==> src/rtl/flash_cmd_seq.sv <==
`default_nettype none
// +----------------------------------------------------------------------------+
// | Module      : flash_cmd_seq                                                |
// | Description : Turns read/program/erase requests into StrataFlash bus-cycle |
// |               sequences on the single-byte controller handshake.           |
// | Revision    : 1.0 - initial release                                        |
// +----------------------------------------------------------------------------+
module flash_cmd_seq #(
  parameter int ADDR_W   = 8,
  parameter int DATA_W   = 8,
  parameter int POLL_MAX = 1000
) (
  input  logic              CLK,
  input  logic              rst,
  input  logic              cmd_valid,
  output logic              cmd_ready,
  input  logic [1:0]        cmd_op,
  input  logic [ADDR_W-1:0] cmd_addr,
  input  logic [DATA_W-1:0] cmd_wdata,
  output logic              rsp_valid,
  output logic [DATA_W-1:0] rsp_rdata,
  output logic [1:0]        rsp_err,
  output logic [ADDR_W-1:0] fc_addr,
  output logic [DATA_W-1:0] fc_wdata,
  input  logic [DATA_W-1:0] fc_rdata,
  output logic              fc_dir,
  output logic              fc_do,
  input  logic              fc_done
);

  localparam int CNT_W = $clog2(POLL_MAX + 1);

  localparam logic [1:0] C_OP_READ  = 2'b00;
  localparam logic [1:0] C_OP_PROG  = 2'b01;
  localparam logic [1:0] C_OP_ERASE = 2'b10;

  localparam logic [1:0] C_ERR_OK  = 2'b00;
  localparam logic [1:0] C_ERR_DEV = 2'b01;
  localparam logic [1:0] C_ERR_TMO = 2'b10;
  localparam logic [1:0] C_ERR_ILL = 2'b11;

  localparam logic [DATA_W-1:0] C_CMD_RD_ARR  = DATA_W'(8'hFF);
  localparam logic [DATA_W-1:0] C_CMD_PROG    = DATA_W'(8'h40);
  localparam logic [DATA_W-1:0] C_CMD_ERASE   = DATA_W'(8'h20);
  localparam logic [DATA_W-1:0] C_CMD_CONFIRM = DATA_W'(8'hD0);
  localparam logic [DATA_W-1:0] C_CMD_RD_SR   = DATA_W'(8'h70);
  localparam logic [DATA_W-1:0] C_CMD_CLR_SR  = DATA_W'(8'h50);

  typedef enum logic [3:0] {
    S_IDLE    = 4'd0,
    S_RD_ARR  = 4'd1,
    S_RD_DATA = 4'd2,
    S_CMD1    = 4'd3,
    S_CMD2    = 4'd4,
    S_SR_CMD  = 4'd5,
    S_SR_POLL = 4'd6,
    S_CLR_SR  = 4'd7,
    S_RET_ARR = 4'd8,
    S_RESP    = 4'd9
  } state_t;

  state_t              r_state, w_state;
  logic                r_wait, w_wait;
  logic [1:0]          r_op, w_op;
  logic [ADDR_W-1:0]   r_addr, w_addr;
  logic [DATA_W-1:0]   r_wdata, w_wdata;
  logic [CNT_W-1:0]    r_poll, w_poll;
  logic                r_cmd_ready, w_cmd_ready;
  logic                r_rsp_valid, w_rsp_valid;
  logic [DATA_W-1:0]   r_rsp_rdata, w_rsp_rdata;
  logic [1:0]          r_rsp_err, w_rsp_err;
  logic [ADDR_W-1:0]   r_fc_addr, w_fc_addr;
  logic [DATA_W-1:0]   r_fc_wdata, w_fc_wdata;
  logic                r_fc_dir, w_fc_dir;
  logic                r_fc_do, w_fc_do;

  logic                w_bus_en;
  logic                w_bus_dir;
  logic [DATA_W-1:0]   w_bus_data;
  logic                w_xfer_done;
  logic [CNT_W-1:0]    w_poll_inc;
  logic                w_sr_err;

  assign cmd_ready = r_cmd_ready;
  assign rsp_valid = r_rsp_valid;
  assign rsp_rdata = r_rsp_rdata;
  assign rsp_err   = r_rsp_err;
  assign fc_addr   = r_fc_addr;
  assign fc_wdata  = r_fc_wdata;
  assign fc_dir    = r_fc_dir;
  assign fc_do     = r_fc_do;

  // Every state other than IDLE/RESP performs exactly one bus cycle.
  assign w_bus_en    = (r_state != S_IDLE) && (r_state != S_RESP);
  assign w_xfer_done = w_bus_en && r_wait && fc_done;
  assign w_poll_inc  = r_poll + CNT_W'(1);
  assign w_sr_err    = ((r_op == C_OP_ERASE) ? fc_rdata[5] : fc_rdata[4]) | fc_rdata[3] | fc_rdata[1];

  always_ff @(posedge CLK or posedge rst) begin
    if (rst) begin
      r_state     <= S_IDLE;
      r_wait      <= 1'b0;
      r_op        <= 2'b00;
      r_addr      <= '0;
      r_wdata     <= '0;
      r_poll      <= '0;
      r_cmd_ready <= 1'b1;
      r_rsp_valid <= 1'b0;
      r_rsp_rdata <= '0;
      r_rsp_err   <= C_ERR_OK;
      r_fc_addr   <= '0;
      r_fc_wdata  <= '0;
      r_fc_dir    <= 1'b1;
      r_fc_do     <= 1'b0;
    end else begin
      r_state     <= w_state;
      r_wait      <= w_wait;
      r_op        <= w_op;
      r_addr      <= w_addr;
      r_wdata     <= w_wdata;
      r_poll      <= w_poll;
      r_cmd_ready <= w_cmd_ready;
      r_rsp_valid <= w_rsp_valid;
      r_rsp_rdata <= w_rsp_rdata;
      r_rsp_err   <= w_rsp_err;
      r_fc_addr   <= w_fc_addr;
      r_fc_wdata  <= w_fc_wdata;
      r_fc_dir    <= w_fc_dir;
      r_fc_do     <= w_fc_do;
    end
  end

  always_comb begin
    w_state     = r_state;
    w_wait      = r_wait;
    w_op        = r_op;
    w_addr      = r_addr;
    w_wdata     = r_wdata;
    w_poll      = r_poll;
    w_cmd_ready = r_cmd_ready;
    w_rsp_valid = 1'b0;
    w_rsp_rdata = r_rsp_rdata;
    w_rsp_err   = r_rsp_err;
    w_fc_addr   = r_fc_addr;
    w_fc_wdata  = r_fc_wdata;
    w_fc_dir    = r_fc_dir;
    w_fc_do     = 1'b0;
    w_bus_dir   = 1'b0;
    w_bus_data  = '0;

    case (r_state)
      S_IDLE: begin
        w_cmd_ready = 1'b1;
        if (r_cmd_ready && cmd_valid) begin
          w_cmd_ready = 1'b0;
          w_op        = cmd_op;
          w_addr      = cmd_addr;
          w_wdata     = cmd_wdata;
          w_poll      = '0;
          w_wait      = 1'b0;
          w_rsp_rdata = '0;
          w_rsp_err   = C_ERR_OK;
          case (cmd_op)
            C_OP_READ:             w_state = S_RD_ARR;
            C_OP_PROG, C_OP_ERASE: w_state = S_CMD1;
            default: begin
              w_rsp_err = C_ERR_ILL;
              w_state   = S_RESP;
            end
          endcase
        end
      end
      S_RD_ARR: begin
        w_bus_data = C_CMD_RD_ARR;
        if (w_xfer_done) w_state = S_RD_DATA;
      end
      S_RD_DATA: begin
        w_bus_dir = 1'b1;
        if (w_xfer_done) begin
          w_rsp_rdata = fc_rdata;
          w_state     = S_RESP;
        end
      end
      S_CMD1: begin
        w_bus_data = (r_op == C_OP_PROG) ? C_CMD_PROG : C_CMD_ERASE;
        if (w_xfer_done) w_state = S_CMD2;
      end
      S_CMD2: begin
        w_bus_data = (r_op == C_OP_PROG) ? r_wdata : C_CMD_CONFIRM;
        if (w_xfer_done) w_state = S_SR_CMD;
      end
      S_SR_CMD: begin
        w_bus_data = C_CMD_RD_SR;
        if (w_xfer_done) w_state = S_SR_POLL;
      end
      S_SR_POLL: begin
        w_bus_dir = 1'b1;
        if (w_xfer_done) begin
          w_poll      = w_poll_inc;
          w_rsp_rdata = fc_rdata;
          if (fc_rdata[7]) begin
            w_rsp_err = w_sr_err ? C_ERR_DEV : C_ERR_OK;
            w_state   = w_sr_err ? S_CLR_SR : S_RET_ARR;
          end else if (w_poll_inc == CNT_W'(POLL_MAX)) begin
            w_rsp_err = C_ERR_TMO;
            w_state   = S_RET_ARR;
          end
        end
      end
      S_CLR_SR: begin
        w_bus_data = C_CMD_CLR_SR;
        if (w_xfer_done) w_state = S_RET_ARR;
      end
      S_RET_ARR: begin
        w_bus_data = C_CMD_RD_ARR;
        if (w_xfer_done) w_state = S_RESP;
      end
      S_RESP: begin
        w_rsp_valid = 1'b1;
        w_state     = S_IDLE;
      end
      default: w_state = S_IDLE;
    endcase

    // Shared bus-cycle handshake: launch once, then wait for completion.
    if (w_bus_en) begin
      if (!r_wait) begin
        w_fc_do    = 1'b1;
        w_fc_addr  = r_addr;
        w_fc_wdata = w_bus_data;
        w_fc_dir   = w_bus_dir;
        w_wait     = 1'b1;
      end else if (fc_done) begin
        w_wait = 1'b0;
      end
    end
  end

endmodule
`default_nettype wire

==> config.mk <==
export PLATFORM = sky130hd
export DESIGN_NAME = flash_cmd_seq
export DESIGN_NICKNAME = d
export VERILOG_FILES = /design/src/rtl/flash_cmd_seq.sv
export SDC_FILE = /design/constraint.sdc
export NUM_CORES = 1
export LEC_CHECK = 0
export BUFFER_PORTS_ARGS = -buffer_cell sky130_fd_sc_hd__buf_2
export CAP_MARGIN = 20
export CORE_MARGIN = 5
export CORE_UTILIZATION = 55
export CTS_CLUSTER_SIZE = 16
export DETAILED_ROUTE_END_ITERATION = 8
export GPL_TIMING_DRIVEN = 0
export MAX_ROUTING_LAYER = met4
export PLACE_DENSITY = 0.8
export SETUP_SLACK_MARGIN = 0.4
export SYNTH_ARGS = -nofsm -noshare
export SYNTH_HDL_FRONTEND = slang
export SYNTH_SLANG_ARGS = --single-unit
==> constraint.sdc <==
create_clock -name CLK -period 2.22 [get_ports CLK]
set_input_delay 0.111 -clock CLK [delete_from_list [all_inputs] [get_ports CLK]]
set_output_delay 0.111 -clock CLK [all_outputs]
set_load 0.01 [all_outputs]
==> Word-level counts from Yosys, hierarchy flattened <==
Index checks and enable logic that the tools add are counted.
W data, S select, Z words.
{ "word_totals": {"register_bits": 63, "latchBits": 0, "ram_bits": 0, "mem_bits_ro": 0, "input_bits": 30, "output_inout_bits": 30, "word_cells": 103, "n_memories": 0} }
{ "op_classes": {"n_addsub": 1, "multipliers": 0, "div_mod_pow": 0, "magnitude_cmp": 0, "n_eq_ne": 25, "n_shift": 0, "muxes": 40, "bitwise": 3, "n_reduce_logical": 20} }
{ "op_table": {"columns": ["operator", "n"], "rows": [
  ["$mux W4", 11],
  ["$pmux W8 S5", 1],
  ["$pmux W4 S8", 1],
  ["$mux W8", 3],
  ["$mux W10", 2],
  ["$pmux W10 S2", 1],
  ["$eq A4 B3 Y1 const B", 4],
  ["$pmux W8 S2", 1],
  ["$ne A2 B2 Y1 const B", 7],
  ["$mux W1", 12],
  ["$add A10 B1 Y10 const B", 1],
  ["$eq A10 B10 Y1 const B", 1],
  ["$mux W2", 5],
  ["$reduce_and A9 Y1", 1],
  ["$eq A4 B2 Y1 const B", 2],
  ["$eq A4 B4 Y1 const B", 2],
  ["$pmux W4 S2", 1],
  ["$reduce_or A2 Y1", 4],
  ["$mux W7", 1],
  ["$reduce_and A3 Y1", 2],
  ["$eq A2 B1 Y1 const B", 2],
  ["$eq A2 B2 Y1 const B", 2],
  ["$eq A4 B1 Y1 const B", 1],
  ["$logic_and A1 B1 Y1", 4],
  ["other kinds (13)", 17]
]} }

==> Logic depth before layout (Yosys ltp) <==
{ "depth": {"word_depth": 8, "mapped_depth": 7, "mapped_depth_nobuf": 6} }

==> Worst setup path before layout <==
OpenSTA, ideal clock, no wires.
{ "synth_timing": {"kind": "reg-to-reg", "from": "register r_poll[2]", "to": "register r_rsp_err[0], in the netlist rsp_err[0]", "setup_time_ns": 0.128, "arrival_ns": 1.816, "required_ns": 2.092, "slack_ns": 0.277, "path_stages_with_launch": 6, "n_path_buf": 0, "period_less_slack_ns": 1.943, "path_cell_list": "dfrtp_1 > nand3_1 > or3_1 > a221o_1 > a211oi_2 > mux2_1"} }
{ "synth_via": {"elab_chain_len": 4} }
{ "synth_rtl": {"columns": ["element", "line", "source"], "rows": [
  ["from (decl)", "67", "logic [CNT_W-1:0] r_poll, w_poll;"],
  ["from (signal assigned)", "121", "r_poll <= w_poll;"],
  ["$add A10 B1 Y10", "96", "assign w_poll_inc = r_poll + CNT_W'(1);"],
  ["$eq A10 B10 Y1", "204", "end else if (w_poll_inc == CNT_W'(POLL_MAX)) begin"],
  ["$ne A3 B3 Y1 (no line)", null, null],
  ["$reduce_and A4 Y1 (no line)", null, null],
  ["to (signal assigned)", "125", "r_rsp_err <= w_rsp_err;"],
  ["to (decl)", "71", "logic [1:0] r_rsp_err, w_rsp_err;"]
]} }
Every way passes these cells.
A chain may end at the register's enable or synchronous reset.

==> Worst setup path in the final report <==
{ "layout_timing": {"from": "register r_poll[1]", "to": "register r_rsp_err[0], in the netlist rsp_err[0]"} }
The elaborated chain is that of the path after synthesis.

==> results.toml <==
[floorplan]
dieArea_sq_um = 7156
num_rows = 27
start_util_pct = 55.92
die_x_um = 84.60
die_y_um = 84.60
ioPinCount = 60
core_area_sq_um = 5473

[global_route]
grtUsageTotal_pct = 25.85
grt_pass1_wl_mm = 14.36
grt.overflow.total = 0
grt_max_degree = 41
first_global_vias = 3007
antenna_found_initial = 0

[cts]
cts_root_buffer = "clkbuf_8"
cts.sinks = 63
cts_tree = "built"
clk_latency_ps = 350
clock_path_buffers = 2
clkSlewWorstSetupHoldPaths_ps = 70
cts.htree.levels = 3
numCtsBuffers = 9

[cells_and_area]
final_core_util_pct = 76.52
layout.nets = 504
antenna_cells = 0
syn_to_final_growth_pct = 36.84
fillerInstances = 372
register_area_sq_um = 1585
drive_above_1_share_pct = 29.14
fin_area_sq_um = 4188
multi_input_area_sq_um = 1488
fin_cells = 549

[power_and_ir_drop]
p_leak_nw = 2.063
power_density_nw_per_um2 = 1261
peakVddDrop_uv = 881.4
total_power_mw = 5.281

[synthesis]
syn_area_per_cell_sq_um = 8.431
ys_ff_latch = 63
yosysWarnings = 0
synth_top_area_share_pct = 49.88
async_flop_share_pct = 100.0
post-synth-top-area-cell = "dfrtp_1"
netlist_top_cells_area = "dfrtp_1 50%, nand2_1 15%, o21ai_1 3.8%"
syn_inst = 363
synthFlopType = "dfrtp_1"
synth_seq_area_share_pct = 51.59
synth-edff-count = 0
syn_area_sq_um = 3060
ys_types = 52
syn_nets = 395

[drt]
viasPerCell = 5.501
drt_first_pass_iters = 4
postRouteAntennaNets = 0
first_iter_violations = 272
wl_per_cell_um = 15.79
drc = 0
wl_mm = 8.666
vias = 3020

[sta]
rsz0062_at_grt = "yes"
tns_ps = 0
min_period_over_period_pct = 88.72
fmax_mhz = 507.7
min_period_ps = 1970
finalMaxSlewViolations = 0
skew_ps = 11.95
hold_viol_final = 0
worst_slack_ps = 250.3
slew_headroom_pct = 63.65
setup_viol = 0
timing.hold.ws_ps = 5.782
worst_slew_pin_slew_ps = 544.5

[setup_path]
cpMaxStageDelayCell = "dfrtp_2"
cpPeakStageDelay_ps = 430
crit_fanout = 6
end_kind = "flop"
path_cells = "nand2_2 > or3_1 > a221o_1 > a211oi_4 > mux2_4"
reg2reg_depth = 5
crit_path_start_kind = "flop"
cp.arrival_ps = 2200
required_ps = 2450
critPathKind = "flop to flop"

[place]
pre_cts_slack_ps = 85.46
placed_area_sq_um = 3477
hpwlAfterDp_mm = 5.311
gp_congestion = 0.9234
dp.cells = 495
port_buffers = 59

[worst_hold_path]
min_path_type = "input port to flop"
worstHoldPathCells = 3

[run_status]
outcome = "completed"

[run]
maxCapViolations = 0
==> kinds of logic after synthesis <==
group	after synthesis	synth area share, %
buffers and inverters	25	3.230
multiplexers	1	0.3679
adder cells (fa/ha/maj)	2	0.8175
XOR/XNOR	2	0.5725
flip-flops	63	51.59
AND/OR/NAND/NOR	187	26.29
AO/OA/AOI/OAI	83	17.13
==> worst max-delay path, delay by kind of cell, from the launching register on <==
family          cells  cell delay (ps)
simple gates        2              380
mux                 1              320
compound gates      2              710
flops               1              430
==> routing by layer <==
layer	vias to the layer above	GRT usage, %	wire (um)
met3	13	6.281	587
li1	1461	-	-
met2	122	40.57	4271
met1	1424	33.21	3682
met4	0	8.058	125
met5	-	-	0
==> layout by cell type, fill, tap and decap left out, drive strengths merged, types with 2 or more instances in the layout <==
master,synthesis,routed
nand4,5,5
o211ai,3,3
a21oi,20,20
nor2,22,22
a22o,2,2
nor3,3,3
clkbuf,13,20
nand2b,2,2
and2,5,5
buf,6,86
dfrtp,61,61
dlygate4sd3,0,21
inv,5,6
nand2,121,121
a211oi,3,3
and3,4,4
nand3,15,15
or3,2,2
dfstp,2,2
bufinv,0,2
nor2b,2,2
clkinvlp,0,2
o21ai,31,31
o22a,2,2
o31ai,7,7
a31oi,3,3
ha,2,2
clkinv,1,2
==> where the power goes <==
part | internal [mW] | leakage [nW] | switching (mW)
clock network | 0.668 | 0.109 | 0.489
registers | 1.57 | 0.812 | 0.244
logic | 0.888 | 1.14 | 1.42
total | 3.13 | 2.06 | 2.15
==> sequential cells by signal, summed over array words and instances (netlist names), 2 cells and up <==
signal / flops
r_state: 4
r_addr: 8
r_wdata: 8
r_poll: 10
rsp_rdata: 8
rsp_err: 2
fc_wdata: 8
fc_addr: 8
r_op: 2
==> cell type report <==
type                            count  area share (%)
Multi-Input combinational cell    275           35.52
Clock buffer                       10           3.287
Tap cell                           72           2.151
Inverter                            6          0.5378
Buffer                             19           2.569
Timing Repair Buffer               98           15.86
Sequential cell                    63           37.85
Clock inverter                      6           2.211
==> timing repair <==
item / 4_1_cts / 5_1_grt
endpoints found under the hold margin: 43 / 0
pin swaps: 8 / 8
setup buffers: 13 / 4
endpoints found under the setup margin: 43 / 50
hold buffers: 21 / 0
resized for setup: 18 / 41
==> final timing paths <==
path / start / end / slack [ps]
worst max-delay path: r_poll[1] / rsp_err[0] / 250
worst min-delay path: fc_rdata[1] / rsp_rdata[1] / 6
worst max register to register: r_poll[1] / rsp_err[0] / 250
worst min register to register: r_addr[3] / fc_addr[3] / 460
max in group asynchronous: rst / fc_dir / 1190
min in group asynchronous: rst / rsp_rdata[1] / 370
==> synthesized netlist by cell type, drive strengths merged, types with 3 or more instances <==
cell and count:
a211oi 3, a21oi 20, a31oi 3, and2 5, and3 4, buf 6
clkbuf 13, dfrtp 61, inv 5, nand2 121, nand3 15, nand4 5
nor2 22, nor3 3, o211ai 3, o21ai 31, o31ai 7
Power figures use the tool's default switching activity.
